<file path="config.mk">
export PLATFORM = sky130hd
export DESIGN_NAME = round_timer_ctrl
export DESIGN_NICKNAME = d
export VERILOG_FILES = /design/src/rtl/round_timer_ctrl.sv
export SDC_FILE = /design/constraint.sdc
export NUM_CORES = 1
export LEC_CHECK = 0
export ABC_CLOCK_PERIOD_IN_PS = 1900
export CAP_MARGIN = 20
export CORE_MARGIN = 3
export CORE_UTILIZATION = 48
export CTS_CLUSTER_SIZE = 20
export DETAILED_ROUTE_END_ITERATION = 6
export GPL_ROUTABILITY_DRIVEN = 1
export PLACE_DENSITY = 0.76
export SETUP_SLACK_MARGIN = 0.2
export SLEW_MARGIN = 5
export SYNTH_ARGS = -nofsm -noshare
export SYNTH_HDL_FRONTEND = slang
export SYNTH_SLANG_ARGS = --single-unit
</file>
<file path="constraint.sdc">
create_clock -name clk -period 1.9 [get_ports clk]
set_input_delay 0.38 -clock clk [delete_from_list [all_inputs] [get_ports clk]]
set_output_delay 0.38 -clock clk [all_outputs]
set_load 0.02 [all_outputs]
</file>
<file path="src/rtl/round_timer_ctrl.sv">
// Round sequencer for the math game: drives the shared prescaler, counts down
// the seconds of each question, and tracks round number and time-bonus score.
module round_timer_ctrl #(
    parameter int ROUND_SECS    = 30,
    parameter int TICKS_PER_SEC = 100,
    parameter int NUM_ROUNDS    = 10
) (
    input  logic       clk,
    input  logic       rst,
    input  logic       start,
    input  logic       pause,
    input  logic       answer_valid,
    input  logic       answer_correct,
    input  logic       tick,
    output logic       presc_en,
    output logic       presc_rst_n,
    output logic [6:0] seconds_left,
    output logic [3:0] round_num,
    output logic [7:0] score,
    output logic       round_done,
    output logic       last_correct,
    output logic       timed_out,
    output logic       game_over
);

    localparam int              SW      = (TICKS_PER_SEC > 2) ? $clog2(TICKS_PER_SEC) : 1;
    localparam logic [SW-1:0]   SUB_MAX = SW'(TICKS_PER_SEC - 1);
    localparam logic [6:0]      SECS    = 7'(ROUND_SECS);
    localparam logic [3:0]      LAST_RN = 4'(NUM_ROUNDS);

    typedef enum logic [2:0] {IDLE, RUN, PAUSED, RESULT, OVER} state_t;

    state_t        state_q, state_d;
    logic [SW-1:0] sub_q, sub_d;
    logic [6:0]    seconds_left_q, seconds_left_d;
    logic [3:0]    round_num_q, round_num_d;
    logic [7:0]    score_q, score_d;
    logic          last_correct_q, last_correct_d;
    logic          timed_out_q, timed_out_d;
    logic          presc_en_q, presc_en_d;
    logic          presc_rst_n_q, presc_rst_n_d;
    logic          round_done_q, round_done_d;
    logic          game_over_q, game_over_d;
    logic [8:0]    score_sum;

    always_comb begin
        state_d        = state_q;
        sub_d          = sub_q;
        seconds_left_d = seconds_left_q;
        round_num_d    = round_num_q;
        score_d        = score_q;
        last_correct_d = last_correct_q;
        timed_out_d    = timed_out_q;
        score_sum      = {1'b0, score_q} + {2'b00, seconds_left_q};

        case (state_q)
            IDLE, OVER: begin
                if (start) begin
                    state_d        = RUN;
                    round_num_d    = 4'd1;
                    score_d        = 8'd0;
                    seconds_left_d = SECS;
                    sub_d          = '0;
                    last_correct_d = 1'b0;
                    timed_out_d    = 1'b0;
                end
            end
            RUN: begin
                if (answer_valid) begin
                    state_d        = RESULT;
                    last_correct_d = answer_correct;
                    timed_out_d    = 1'b0;
                    if (answer_correct) begin
                        score_d = score_sum[8] ? 8'hFF : score_sum[7:0];
                    end
                end else begin
                    if (pause) begin
                        state_d = PAUSED;
                    end
                    // The tick is still counted on the cycle pause is taken; a timeout wins over pause.
                    if (tick) begin
                        if (sub_q == SUB_MAX) begin
                            sub_d          = '0;
                            seconds_left_d = seconds_left_q - 7'd1;
                            if (seconds_left_q == 7'd1) begin
                                state_d        = RESULT;
                                last_correct_d = 1'b0;
                                timed_out_d    = 1'b1;
                            end
                        end else begin
                            sub_d = sub_q + SW'(1);
                        end
                    end
                end
            end
            PAUSED: begin
                if (!pause) begin
                    state_d = RUN;
                end
            end
            RESULT: begin
                if (round_num_q == LAST_RN) begin
                    state_d = OVER;
                end else begin
                    state_d        = RUN;
                    round_num_d    = round_num_q + 4'd1;
                    seconds_left_d = SECS;
                    sub_d          = '0;
                end
            end
            default: state_d = IDLE;
        endcase

        presc_en_d    = (state_d == RUN);
        presc_rst_n_d = (state_d == RUN) || (state_d == PAUSED);
        round_done_d  = (state_d == RESULT);
        game_over_d   = (state_d == OVER);
    end

    always_ff @(posedge clk) begin
        if (rst) begin
            state_q        <= IDLE;
            sub_q          <= '0;
            seconds_left_q <= 7'd0;
            round_num_q    <= 4'd0;
            score_q        <= 8'd0;
            last_correct_q <= 1'b0;
            timed_out_q    <= 1'b0;
            presc_en_q     <= 1'b0;
            presc_rst_n_q  <= 1'b0;
            round_done_q   <= 1'b0;
            game_over_q    <= 1'b0;
        end else begin
            state_q        <= state_d;
            sub_q          <= sub_d;
            seconds_left_q <= seconds_left_d;
            round_num_q    <= round_num_d;
            score_q        <= score_d;
            last_correct_q <= last_correct_d;
            timed_out_q    <= timed_out_d;
            presc_en_q     <= presc_en_d;
            presc_rst_n_q  <= presc_rst_n_d;
            round_done_q   <= round_done_d;
            game_over_q    <= game_over_d;
        end
    end

    assign presc_en     = presc_en_q;
    assign presc_rst_n  = presc_rst_n_q;
    assign seconds_left = seconds_left_q;
    assign round_num    = round_num_q;
    assign score        = score_q;
    assign round_done   = round_done_q;
    assign last_correct = last_correct_q;
    assign timed_out    = timed_out_q;
    assign game_over    = game_over_q;

endmodule

</file>
==> flow_metrics.py <==
metrics = {
    "worst_setup_path": {
        "critPathLaunchType": "flop",
        "cp_max_fo": 6,
        "slowest_delay_ns": 0.37,
        "r2r_start": "score[0]$_SDFFE_PP0P_",
        "path_common_cell": "buf_6",
        "slowest_stage": "dfxtp_4",
        "rr_endpoint": "score[4]$_SDFFE_PP0P_",
        "required_ns": 2.14,
        "crit_cells": 10,
        "cp_top_family": "compound AO/OA/AOI/OAI gates",
        "r2r_cells": 10,
        "endpoint_kind": "flop",
        "crit_type": "flop to flop",
        "path_buf_inv": 3,
        "r2r_slack_ns": -0.03,
        "path_cells": "ha_4 -> inv_2 -> fa_2 -> nand2b_4 -> a21oi_4 -> buf_6 -> o41a_1 -> buf_6 -> nor2_1 -> o2bb2ai_1",
        "cp.arrival_ns": 2.16,
    },
    "cts": {
        "clock_sinks": 35,
        "max-clock-path-buffers": 2,
        "ctsHoldBuffers": 0,
        "h-tree-depth": 2,
        "cts-buffers-inserted": 5,
        "clkLatencyLatePin_ns": 0.30,
        "cts_tree": "built",
        "root_buffer": "clkbuf_8",
        "clkSlewWorstSetupHoldPaths_ns": 0.08,
    },
    "sta": {
        "skew_ns": 0.0134,
        "final.setup.worst_slack_ns": -0.0271,
        "drv_slew": 0,
        "fmax_mhz": 519,
        "period_needed_ns": 1.93,
        "rsz0062_at_grt": "yes",
        "hold_viol_final": 0,
        "slew_headroom": 0.602,
        "finalSetupViolations": 6,
        "period_share": 1.01,
        "tightestPinTransition_ns": 0.595,
    },
    "job": {
        "drv_cap": 0,
    },
    "place": {
        "portBuffers": 31,
        "gp_congestion": 0.892,
        "dpl.cell_count": 329,
        "pre_cts_ws_ns": -0.240,
        "hpwl_um": 3810,
    },
    "route": {
        "ant_nets": 0,
        "drt-pass1-iter-count": 4,
        "drtIter0Drc": 117,
        "routedWlPerCell_um": 17.2,
        "routed_wl_um": 6050,
        "drcViolationCount": 0,
        "vias_per_cell": 5.85,
        "vias": 2055,
    },
    "synth": {
        "ys_types": 51,
        "async_reset_ff_frac": 0,
        "synth.largest_area_cell": "dfxtp_1",
        "yosys_warnings": 0,
        "synth_cells": 227,
        "synth_area_per_cell_um2": 8.84,
        "ys_seq_area_frac": 0.349,
        "syn_area_mm2": 0.00201,
        "synth_edf_count": 0,
        "yosysMostFrequentCell": "dfxtp_1",
        "synth_top_area_frac": 0.349,
        "ys_ff_latch": 35,
        "synthTopCellsByCount": "dfxtp_1 (35), nor2_1 (27), a21oi_1 (24)",
        "ys.flop_type": "dfxtp_1",
        "syn_nets": 247,
        "synth.area.top_cells": "dfxtp_1 (35%), ha_1 (7.5%), a21oi_1 (6.0%), nor2_1 (5.1%), xnor2_1 (4.4%)",
    },
    "status": {
        "violations": "setup timing",
        "status": "finished with violations",
    },
    "hold_path": {
        "hp-class": "flop to flop",
        "hold_end": "score[3]$_SDFFE_PP0P_",
        "hp-start": "score[3]$_SDFFE_PP0P_",
        "whs_path_depth": 1,
    },
    "grt": {
        "grt.overflow.total": 0,
        "grt_pass1_wl_um": 9340,
        "grt_max_degree": 11,
        "grt_pass1_vias": 2019,
        "antenna_found_initial": 0,
        "grtUsageTotal": 0.230,
    },
    "floorplanning": {
        "floorplan.initialDensity": 0.520,
        "dieHeight_um": 70.6,
        "coreArea_mm2": 0.00385,
        "die_x_um": 70.6,
        "die-area_mm2": 0.00499,
        "num_rows": 22,
        "ios": 32,
    },
    "final_layout": {
        "areaGrowthSynthToFinish_pct": 55.3,
        "layout-drive-gt1-share": 0.389,
        "fill_cells": 242,
        "nets": 322,
        "stdcell_count": 351,
        "antennaDiodeCount": 0,
    },
    "power_and_ir_drop": {
        "p_leak_uw": 0.00125,
        "ir_drop_mv": 0.540,
        "powerDensity_mw_per_mm2": 703,
    },
}
[area by class of cell]
| class | instances | area, µm² | share of cell area |
|---|---|---|---|
| tap | 48 | 60.1 | 0.0193 |
| clock inverter | 1 | 5.00 | 0.00161 |
| timing repair buffer | 75 | 674 | 0.216 |
| sequential | 35 | 736 | 0.236 |
| inverter | 8 | 32.5 | 0.0104 |
| clock buffer | 7 | 76.3 | 0.0245 |
| multi-input combinational | 177 | 1530 | 0.492 |
[power by group]
part           switching, µW  internal [µW]
logic                    429            382
registers               53.5            784
clock network            286            258
[worst max path at each step]
stage,start,to,slack (ns)
final,score[0]$_SDFFE_PP0P_,score[4]$_SDFFE_PP0P_,-0.03
after global routing,score[0]$_SDFFE_PP0P_,score[4]$_SDFFE_PP0P_,-0.11
after CTS,seconds_left[0]$_SDFFE_PP0P_,score[7]$_SDFFE_PP0P_,0.05
after detailed placement,tick,sub_q[2]$_SDFFE_PP0P_,-0.24
after global placement,tick,seconds_left[3]$_SDFFE_PP0P_,-0.16
after floorplan,seconds_left[0]$_SDFFE_PP0P_,score[7]$_SDFFE_PP0P_,0.09
[sequential cells by signal (all words and copies together), names as in the netlist]
name	flops
sub_q	7
state_q	3
score	8
presc_rst_n	1
last_correct	1
seconds_left	7
round_num	4
timed_out	1
presc_en	1
round_done	1
game_over	1
[stage by stage]
stage | hold slack, ns | utilization | power [µW] | TNS, ns | area, µm²
floorplan | 0.462 | - | 1220 | 0 | 2090
global placement | 0.454 | 0.686 | 1470 | -2.02 | 2640
detailed placement | 0.456 | 0.686 | 1490 | -2.47 | 2640
CTS | 0.476 | 0.755 | 2080 | 0 | 2910
global route | 0.494 | 0.808 | 2300 | -0.608 | 3120
finish | 0.474 | 0.808 | 2190 | -0.105 | 3120
[layout by cell type (no fill, tap or decap), drive strengths merged, types with 2 or more instances in the layout]
master / Yosys / routed
or3: 3 / 3
a2111oi: 4 / 4
o2bb2ai: 7 / 7
dfxtp: 35 / 35
o21a: 4 / 4
nand4: 3 / 3
clkdlybuf4s50: 0 / 16
nor2b: 5 / 5
nand2: 10 / 10
a32oi: 2 / 2
a21oi: 24 / 24
a21o: 2 / 2
o21ai: 11 / 11
nor3: 5 / 5
dlymetal6s2s: 0 / 4
ha: 12 / 12
a211oi: 2 / 2
nor4b: 3 / 3
nand4b: 2 / 2
or4: 3 / 3
xnor2: 10 / 10
inv: 8 / 8
nor2: 27 / 27
nand2b: 2 / 2
buf: 4 / 44
clkbuf: 3 / 7
nor3b: 6 / 6
a31oi: 2 / 2
and2: 2 / 2
or2: 2 / 2
nand3: 7 / 7
and3: 3 / 3
dlygate4sd2: 0 / 11
[what timing repair did]
action | 4_1_cts | 5_1_grt
pin swaps | 13 | 34
setup buffers | 11 | 3
gates resized for setup | 37 | 52
setup endpoints to repair | 34 | 31
[cells by family (layout without fill, tap and decap cells)]
family,Yosys count,count (layout),synth area share
multiplexers,2,2,0.0106
flip-flops,35,35,0.349
AO/OA/AOI/OAI,63,63,0.218
XOR/XNOR,11,11,0.0480
adder cells (fa/ha/maj),13,13,0.0848
buffers and inverters,15,91,0.0337
AND/OR/NAND/NOR,88,88,0.255
[routing by layer]
metal / part of all wire / global-route usage / routed length, µm
met1: 0.46 / 0.299 / 2760
met2: 0.50 / 0.384 / 3020
met3: 0.037 / 0.0526 / 224
met4: 0.0083 / 0.0647 / 50
met5: 0 / 0 / 0
Note: power is estimated with default switching activity, not from simulation.
